### src/rtl/sdram_read_write_arbiter.sv
// sdram_read_write_arbiter
// Shares one 64-bit Avalon-MM SDRAM master between port A (scan-out reader,
// reads only, highest priority) and port B (rasterizer, reads and writes).
// A 1-bit tag FIFO records which port issued each read so returned data is
// steered back in issue order.
// Optional feature: define SDRAM_ARBITER_STARVATION_GUARD_EN to force B one
// accepted command after MAX_A_RUN consecutive A acceptances while B waits.
module sdram_read_write_arbiter #(
    parameter int unsigned TAG_DEPTH      = 64,
    parameter int unsigned TAG_DEPTH_LOG2 = 6,
    parameter int unsigned MAX_A_RUN      = 32
) (
    input  logic        clock,
    input  logic        reset,
    // port A: frame-buffer scan-out
    input  logic [28:0] a_address,
    input  logic        a_read,
    output logic        a_waitrequest,
    output logic [63:0] a_readdata,
    output logic        a_readdatavalid,
    // port B: rasterizer
    input  logic [28:0] b_address,
    input  logic        b_read,
    input  logic        b_write,
    input  logic [63:0] b_writedata,
    input  logic [7:0]  b_byteenable,
    output logic        b_waitrequest,
    output logic [63:0] b_readdata,
    output logic        b_readdatavalid,
    // SDRAM master
    output logic [28:0] mem_address,
    output logic        mem_read,
    output logic        mem_write,
    output logic [63:0] mem_writedata,
    output logic [7:0]  mem_byteenable,
    output logic [7:0]  mem_burstcount,
    input  logic        mem_waitrequest,
    input  logic [63:0] mem_readdata,
    input  logic        mem_readdatavalid,
    output logic        err_unexpected_data
);

    localparam logic        OWN_A = 1'b0;
    localparam logic        OWN_B = 1'b1;
    localparam int unsigned CNT_W = TAG_DEPTH_LOG2 + 1;

    logic                      owner_q;
    logic                      owner_d;
    logic [TAG_DEPTH-1:0]      tag_q;
    logic [TAG_DEPTH_LOG2-1:0] wr_ptr_q;
    logic [TAG_DEPTH_LOG2-1:0] rd_ptr_q;
    logic [CNT_W-1:0]          tag_cnt_q;
    logic                      err_q;

    logic own_read_c;
    logic own_write_c;
    logic tags_full_c;
    logic tags_empty_c;
    logic own_wait_c;
    logic accept_c;
    logic push_c;
    logic pop_c;
    logic head_c;
    logic handover_c;
    logic b_req_c;
    logic a_accept_c;
    logic b_accept_c;
    logic guard_trip_c;

    // Command path: mux the owner's command onto the master, stall the other port.
    always_comb begin
        own_read_c   = (owner_q == OWN_B) ? b_read : a_read;
        own_write_c  = (owner_q == OWN_B) & b_write;
        tags_full_c  = (tag_cnt_q == CNT_W'(TAG_DEPTH));
        tags_empty_c = (tag_cnt_q == '0);
        own_wait_c   = mem_waitrequest | (own_read_c & tags_full_c);
        accept_c     = (own_read_c | own_write_c) & ~own_wait_c;
        push_c       = accept_c & own_read_c;
        pop_c        = mem_readdatavalid & ~tags_empty_c;
        head_c       = tag_q[rd_ptr_q];
        handover_c   = ~(own_read_c | own_write_c) | accept_c;
        b_req_c      = b_read | b_write;
        a_accept_c   = accept_c & (owner_q == OWN_A);
        b_accept_c   = accept_c & (owner_q == OWN_B);

        mem_read       = ~reset & own_read_c & ~tags_full_c;
        mem_write      = ~reset & own_write_c;
        mem_address    = (owner_q == OWN_B) ? b_address : a_address;
        mem_writedata  = b_writedata;
        mem_byteenable = (owner_q == OWN_B) ? b_byteenable : 8'hFF;
        mem_burstcount = 8'h01;

        a_waitrequest  = reset | (owner_q != OWN_A) | own_wait_c;
        b_waitrequest  = reset | (owner_q != OWN_B) | own_wait_c;

        a_readdata      = mem_readdata;
        b_readdata      = mem_readdata;
        a_readdatavalid = ~reset & pop_c & (head_c == OWN_A);
        b_readdatavalid = ~reset & pop_c & (head_c == OWN_B);

        err_unexpected_data = err_q;
    end

`ifdef SDRAM_ARBITER_STARVATION_GUARD_EN
    localparam int unsigned RUN_W = $clog2(MAX_A_RUN + 1);

    logic [RUN_W-1:0] run_q;
    logic [RUN_W-1:0] run_d;

    // Count A acceptances while B waits; saturate at the limit, clear once B gets through or gives up.
    always_comb begin
        run_d = run_q;
        if (b_accept_c || !b_req_c) begin
            run_d = '0;
        end else if (a_accept_c && (run_q != RUN_W'(MAX_A_RUN))) begin
            run_d = run_q + RUN_W'(1);
        end
        guard_trip_c = (run_d == RUN_W'(MAX_A_RUN));
    end

    // Run counter register.
    always_ff @(posedge clock or posedge reset) begin
        if (reset) begin
            run_q <= '0;
        end else begin
            run_q <= run_d;
        end
    end
`else
    logic [31:0] unused_max_a_run;
    assign unused_max_a_run = 32'(MAX_A_RUN);
    assign guard_trip_c     = 1'b0;
`endif

    // Owner selection: only at a handover point, A first unless the guard forces B.
    always_comb begin
        owner_d = owner_q;
        if (handover_c) begin
            if (a_read && !guard_trip_c) begin
                owner_d = OWN_A;
            end else if (b_req_c) begin
                owner_d = OWN_B;
            end
        end
    end

    // Owner register.
    always_ff @(posedge clock or posedge reset) begin
        if (reset) begin
            owner_q <= OWN_A;
        end else begin
            owner_q <= owner_d;
        end
    end

    // Tag FIFO: one requester bit per outstanding read, oldest at rd_ptr.
    always_ff @(posedge clock or posedge reset) begin
        if (reset) begin
            tag_q     <= '0;
            wr_ptr_q  <= '0;
            rd_ptr_q  <= '0;
            tag_cnt_q <= '0;
        end else begin
            if (push_c) begin
                tag_q[wr_ptr_q] <= owner_q;
                wr_ptr_q        <= wr_ptr_q + TAG_DEPTH_LOG2'(1);
            end
            if (pop_c) begin
                rd_ptr_q <= rd_ptr_q + TAG_DEPTH_LOG2'(1);
            end
            case ({push_c, pop_c})
                2'b10:   tag_cnt_q <= tag_cnt_q + CNT_W'(1);
                2'b01:   tag_cnt_q <= tag_cnt_q - CNT_W'(1);
                default: tag_cnt_q <= tag_cnt_q;
            endcase
        end
    end

    // Sticky flag for read data arriving with nothing outstanding; the word is dropped.
    always_ff @(posedge clock or posedge reset) begin
        if (reset) begin
            err_q <= 1'b0;
        end else if (mem_readdatavalid && tags_empty_c) begin
            err_q <= 1'b1;
        end
    end

endmodule

### config.mk
export PLATFORM = sky130hd
export DESIGN_NAME = sdram_read_write_arbiter
export DESIGN_NICKNAME = d
export VERILOG_FILES = /design/src/rtl/sdram_read_write_arbiter.sv
export SDC_FILE = /design/constraint.sdc
export NUM_CORES = 1
export LEC_CHECK = 0
export ABC_AREA = 1
export CORE_AREA = 2 2 175 177
export CTS_CLUSTER_DIAMETER = 60
export DETAILED_ROUTE_END_ITERATION = 10
export DIE_AREA = 0 0 177 179
export DONT_BUFFER_PORTS = 1
export MAX_ROUTING_LAYER = met4
export SETUP_SLACK_MARGIN = 0.2
export SYNTH_ARGS = -nofsm -noshare
export SYNTH_HDL_FRONTEND = slang
export SYNTH_SLANG_ARGS = --single-unit
### constraint.sdc
create_clock -name clock -period 6 [get_ports clock]
set_clock_uncertainty 0.15 [all_clocks]
set_input_delay 1.2 -clock clock [delete_from_list [all_inputs] [get_ports clock]]
set_output_delay 1.2 -clock clock [all_outputs]
set_load 0.005 [all_outputs]
==> results of run 1 <==
stage by stage:
step / power, W / util / hold WS [ns]
detailed placement: 0.002082 / 0.1860 / 0.3232
global placement: 0.002071 / 0.1860 / 0.3194
floorplan: 0.001905 / - / 0.3010
CTS: 0.002657 / 0.1960 / 0.3360
finish: 0.002643 / 0.1961 / 0.3313
global route: 0.002877 / 0.1961 / 0.3540
layer usage:
layer,vias up,routed length [microns],share of wire
li1,2361,-,-
met5,-,0,0
met1,2208,6233,0.37
met3,86,1714,0.10
met2,304,7689,0.46
met4,0,1207,0.072
power by group through the flow:
stage	Combinational, W	Clock (W)	Sequential, W
after floorplan	0.00102	0	0.000884
after global placement	0.00107	0	0.000999
after detailed placement	0.00108	0	0.00100
after CTS	0.00109	0.000577	0.000993
after global routing	0.00125	0.000603	0.00103
final	0.00108	0.000564	0.000996
state kept, by name, indices dropped and copies added, names as in the netlist:
| register | count |
|---|---|
| rd_ptr_q | 6 |
| err_unexpected_data | 1 |
| tag_cnt_q | 7 |
| tag_q | 64 |
| wr_ptr_q | 6 |
| owner_q | 1 |
cells by family after synthesis:
logic type | synth area share
buffers and inverters | 0.2775
xor gates and xnor gates | 0.02241
other | 0.001130
and+or+nand+nor | 0.2941
DFF | 0.3201
adders and majority gates | 0.009414
AOI/OAI and AO/OA | 0.07532
cells in the final DEF (no fill, tap or decap), types with 8 or more instances in the layout:
master	Yosys	final
a21oi_1	29	29
buf_4	200	9
clkbuf_16	0	9
conb_1	2	8
dfrtp_1	85	84
inv_1	46	45
nand2_1	295	295
nand3_1	49	49
nor2_1	83	83
o21ai_0	34	34
o21ai_1	31	31
or2_2	9	9
xor2_1	11	11
final cells by class:
| cell class | instances | area (sq um) |
|---|---|---|
| Timing Repair Buffer | 9 | 67.56 |
| Clock buffer | 11 | 252.7 |
| Clock inverter | 4 | 47.55 |
| Fill cell | 3356 | 24140 |
| Antenna cell | 2 | 5.005 |
| Multi-Input combinational cell | 589 | 2696 |
| Inverter | 52 | 196.4 |
| Tap cell | 396 | 495.5 |
| Sequential cell | 85 | 2128 |
worst min path at each step:
stage / cells past startpoint / from / to
after floorplan: 1 / err_unexpected_data / err_unexpected_data
after global placement: 1 / err_unexpected_data / err_unexpected_data
after detailed placement: 1 / err_unexpected_data / err_unexpected_data
after CTS: 1 / err_unexpected_data / err_unexpected_data
after global routing: 1 / err_unexpected_data / err_unexpected_data
final: 1 / err_unexpected_data / err_unexpected_data
==> impl_metrics.csv, run 1 <==
group,metric,value,unit
run_status,run_status,"complete, no violations",
clocking,cts_tree,"done",
global_route,first_global_vias,4666,
pwr,sw_frac_of_total,0.4425,
cells_and_area,nets,952,
clocking,clock_insertion_delay_worst_skew,0.34,ns
clocking,cts_hold_fix_bufs,0,
floorplan,starting_utilization_of_the_core_area,0.2213,
pwr,power_density,448.8,nW/um^2
critical_path,beginning_of_the_worst_register_to_register_path,"owner_q",
placed_design,port_buffers,0,
yosys,yosys_register_bits,85,
yosys,synth_largest_area_cell,"dfrtp_1",
clocking,tritoncts.num_buffers,9,
yosys,synth.top_cell.area_share,0.3201,
yosys,synthArstFlopShare,1.000,
critical_path,path_buf_inv,1,
pwr,power.share.clock,0.214,
sta,clock.fmax,250.5,MHz
cells_and_area,instances_no_fill,1148,
critical_path,path_depth,8,
pwr,share_seq_of_total_power,0.377,
sta,grt_setup_unrepaired,"false",
sta,slew_headroom,0.3948,
placed_design,dpl_worst_slack,2.279,ns
clocking,cts_clk_pin_slew_worst_paths,0.06,ns
job,cap_viol_max_count,0,
critical_path,critical_path.slowest_cell,"dfrtp_1",
floorplan,floorplan.die_area,31680,sq um
yosys,synth_sequential_area_ratio,0.3201,
route,first_iter_violations,353,
yosys,top_post_synthesis_cells_by_area,"dfrtp_1 (32%), buf_4 (23%), nand2_1 (17%), nor2_1 (4.7%), nand3_1 (3.7%)",
critical_path,crit-reg2reg-capture,"tag_cnt_q[6]",
clocking,clock_tree.root_cell,"clkbuf_16",
sta,finalHoldViolCount,0,
floorplan,core_area,30030,sq um
critical_path,worst_ep_required_time,4.65,ns
critical_path,critPathMaxFanout,19,
critical_path,slowest_delay,0.71,ns
clocking,max-clock-path-buffers,2,
sta,min_period,3.992,ns
critical_path,cp_cell_sequence,"clkinv_1 > nor2_1 > o21ai_0 > nand3_1 > nand3_1 > nand2_1 > nand3_1 > a21oi_1",
global_route,global_route.peak_usage_layer,"met2",
yosys,yosys_most_used_dff,"dfrtp_1",
pwr,combPwrFrac,0.410,
global_route,remaining_global_route_overflow,0,
placed_design,place.gp.congestion,0.9183,
cells_and_area,final_cell_area,5889,sq um
global_route,globalRouteMet2Util,0.1707,
pwr,p_switching,0.001170,W
critical_path,timing.critical_path.arrival,2.64,ns
floorplan,floorplan_die_width,177,microns
critical_path,largest_delay_share_family_worst_path,"flip-flops",
sta,tightestPinTransition,0.9077,ns
placed_design,area_after_dpl,5584,sq um
sta,fin_ws,2.008,ns
floorplan,die_height,179,microns
sta,timing.setup.tns,0,ns
placed_design,post-dp-hpwl,12740,microns
yosys,synth-edff-count,0,
critical_path,timing.reg2reg.setup_slack,2.55,ns
critical_path,cp_launch_type,"flop",
cells_and_area,share_of_post_route_cells_with_drive_strength_above_1,0.07067,
global_route,global_route_wire_length_before_repair,25880,microns
placed_design,placed_cells,1131,
floorplan,ioPinCount,445,
global_route,antenna_found_initial,2,
clocking,cts_sinks,85,
clocking,ctsHtreeMaxLevel,3,
yosys,syn-cell-area,6645,sq um
yosys,mean_instance_size_in_the_synthesized_netlist,6.980,sq um
route,ant_nets,0,
route,drt-total-wl,16840,microns
global_route,grt_start_max_net_pins,59,
yosys,synth.most_common_cell,"nand2_1",
global_route,grt_use_met1,0.1155,
pwr,p_leak,2.694,nW
route,detail_route.vias_per_cell,4.320,
critical_path,timing.reg2reg.worst_path_depth,15,
yosys,synth.cells.most_frequent,"nand2_1 (295), buf_4 (200), dfrtp_1 (85)",
pwr,peakVddDrop,0.1776,mV
clocking,post_cts_buffers,0,
clocking,post_cts_resize_count,0,
yosys,synth_cell_type_count,32,
critical_path,path_class,"flop to output pin",
route,drc_errors,0,
pwr,cell_internal_power,0.001474,W
critical_path,crit_path_start,"rd_ptr_q[1]",
route,vias,4959,
global_route,grt_usage,0.1092,
sta,min_period_over_period,0.6653,
yosys,yosys_warnings,0,
route,post_drt_wl_per_cell,14.67,microns
critical_path,endpoint_kind,"output pin",
worst_hold_path,worst_hold_path_type,"flop to flop",
route,firstDrtPassIters,5,
yosys,synthesis.instances,952,
cells_and_area,area_delta_synth_final,-11.37,%
sta,max_slew_vio_count,0,
global_route,grt_use_met3,0.03159,
sta,report.final.setup_viol,0,
critical_path,termination_of_the_worst_setup_path,"b_readdatavalid",
floorplan,core.rowCount,64,
critical_path,critical-path-top-cell-by-count,"nand3_1",
No activity file was read; power rests on OpenSTA's default activity.
==> inputs of run 2 (changes only) <==
==> constraint.sdc (replaced) <==
create_clock -name clock -period 3.4 [get_ports clock]
set_clock_uncertainty 0.15 [all_clocks]
set_input_delay 0.68 -clock clock [delete_from_list [all_inputs] [get_ports clock]]
set_output_delay 0.68 -clock clock [all_outputs]
set_load 0.005 [all_outputs]
==> run 2 against run 1 <==
Compared with the run above:
- setup slack got worse by 1.6 ns
- utilization grew 0.054 points
- non-clock buffer count up 2
- worst hold slack got worse by 0.048 ns
- die area stayed put
- clock power grew 65%
- via count up 0.73%
==> impl_metrics.csv, run 2 (synthesized netlist as in run 1, its figures left out) <==
group,metric,value,unit
cells_and_area,register_area,2128,sq um
cells_and_area,area_delta_synth_final,-11.13,%
sta,timing.setup.tns,0,ns
cells_and_area,final_cell_mix,"nand2_1 (295), dfrtp_1 (84), nor2_1 (83)",
cells_and_area,largest_register_ffs,64,
critical_path,endpoint_kind,"output pin",
worst_hold_path,worst_hold_path_type,"primary input to flop",
critical_path,slowest_delay,0.42,ns
global_route,antenna_found_initial,2,
sta,fin_ws,0.4225,ns
placed_design,port_buffers,0,
sta,slew_headroom,0.3003,
clocking,clock_insertion_delay_worst_skew,0.35,ns
clocking,cts_tree,"done",
sta,clock.fmax,335.9,MHz
route,vias,4995,
route,post_drt_wl_per_cell,14.91,microns
sta,report.final.setup_viol,0,
clocking,cts_clk_pin_slew_worst_paths,0.06,ns
cells_and_area,share_of_post_route_cells_with_drive_strength_above_1,0.07713,
sta,grt_setup_unrepaired,"false",
route,met3WireLength,1773,microns
pwr,peakVddDrop,0.3181,mV
pwr,power_density,789.6,nW/um^2
clocking,max-clock-path-buffers,2,
cells_and_area,layout.filler_cells,3355,
critical_path,critical-path-top-cell-by-count,"nand2_1",
floorplan,floorplan.die_area,31680,sq um
route,detail_route.vias_per_cell,4.343,
run_status,run_status,"complete, no violations",
critical_path,cp_launch_type,"flop",
cells_and_area,largest_register,"tag_q",
route,drt-total-wl,17150,microns
floorplan,starting_utilization_of_the_core_area,0.2213,
route,firstDrtPassIters,5,
critical_path,critPathMaxFanout,25,
floorplan,core.rowCount,64,
floorplan,core_area,30030,sq um
critical_path,critical_path.slowest_cell,"dfrtp_1",
critical_path,cp_cell_sequence,"buf_4 > nand2_1 > nand2_1 > nand2_1 > a21oi_1 > nor2_1 > nand2_1 > nand3_1 > a21oi_1 > buf_4",
cells_and_area,multi_input_comb_area,2711,sq um
sta,tightestPinTransition,1.044,ns
global_route,remaining_global_route_overflow,0,
placed_design,place.gp.congestion,0.9320,
floorplan,ioPinCount,445,
pwr,p_leak,2.692,nW
global_route,grt_usage,0.1095,
critical_path,path_class,"flop to output pin",
clocking,post_cts_buffers,0,
sta,finalHoldViolCount,0,
critical_path,timing.critical_path.arrival,2.15,ns
route,first_iter_violations,412,
sta,min_period_over_period,0.8757,
clocking,cts_sinks,85,
cells_and_area,nets,954,
route,top_layer_used,"met4",
clocking,tritoncts.num_buffers,9,
route,drc_errors,0,
global_route,first_global_vias,4556,
floorplan,floorplan_die_width,177,microns
route,ant_nets,0,
clocking,ctsHtreeMaxLevel,3,
job,cap_viol_max_count,0,
placed_design,dpl_worst_slack,0.5379,ns
floorplan,die_height,179,microns
global_route,grt_start_max_net_pins,80,
route,routedLengthMet1,6586,microns
route,route.met2.wl,7730,microns
global_route,global_route_wire_length_before_repair,25850,microns
placed_design,post-dp-hpwl,12500,microns
sta,min_period,2.977,ns
clocking,clock_tree.root_cell,"clkbuf_16",
critical_path,worst_ep_required_time,2.57,ns
sta,max_slew_vio_count,0,
cells_and_area,layout.cells.most_common,"nand2_1",
cells_and_area,top_regs,"tag_q x64, tag_cnt_q x7",
-- run 2: metrics by stage --
step | utilization | total power, W | hold slack, ns | std cells | cell area (sq um)
after floorplan | - | 0.003363 | 0.3010 | 958 | 6671
after global placement | 0.1868 | 0.003709 | 0.3165 | 1132 | 5609
after detailed placement | 0.1868 | 0.003733 | 0.3233 | 1132 | 5609
after CTS | 0.1963 | 0.004679 | 0.2735 | 1148 | 5894
after global routing | 0.1967 | 0.005048 | 0.2966 | 1150 | 5906
final | 0.1967 | 0.004663 | 0.2835 | 1150 | 5906
-- run 2: cell type report --
class	count	share of cell area
multi-input combinational	589	0.4591
tap	396	0.08390
clock buffer	10	0.04047
sequential	85	0.3604
timing repair buffer	11	0.01441
antenna	2	0.0008475
inverter	52	0.03475
clock inverter	5	0.006144
-- run 2: what timing repair did --
item / 4_1_cts / 5_1_grt
hold buffers: 1 / 0
resized for setup: 0 / 3
endpoints found under the hold margin: 6 / 0
endpoints found under the setup margin: 0 / 1
-- run 2: power by group --
group / leakage (nW) / total (W) / internal (W) / switching, W
logic: 1.45 / 0.00203 / 0.000640 / 0.00138
clock network: 0.139 / 0.000932 / 0.000513 / 0.000419
registers: 1.10 / 0.00171 / 0.00137 / 0.000336
total: 2.69 / 0.00466 / 0.00252 / 0.00214
-- run 2: worst max-delay path, delay by kind of cell, from the launching register on --
family / cells / cell delay (ns)
AND/OR/NAND/NOR: 6 / 0.45
flip-flops: 1 / 0.42
AO/OA/AOI/OAI: 2 / 0.44
buffers and inverters: 2 / 0.50
-- run 2: worst paths after layout --
kind	start	slack, ns	depth (start not counted)	to
worst max-delay path	rd_ptr_q[0]	0.42	10	b_readdatavalid
worst min-delay path	a_read	0.28	1	owner_q
worst max register to register	tag_cnt_q[4]	0.52	14	tag_cnt_q[6]
worst min register to register	tag_q[29]	0.33	2	tag_q[29]
max in group asynchronous	reset	1.23	3	owner_q
min in group asynchronous	reset	0.60	2	tag_cnt_q[3]
-- run 2: routing by layer --
layer	up-vias	global-route usage
met2	301	0.1628
met1	2237	0.1197
met5	-	-
li1	2366	-
met3	91	0.03902
met4	0	0.08402
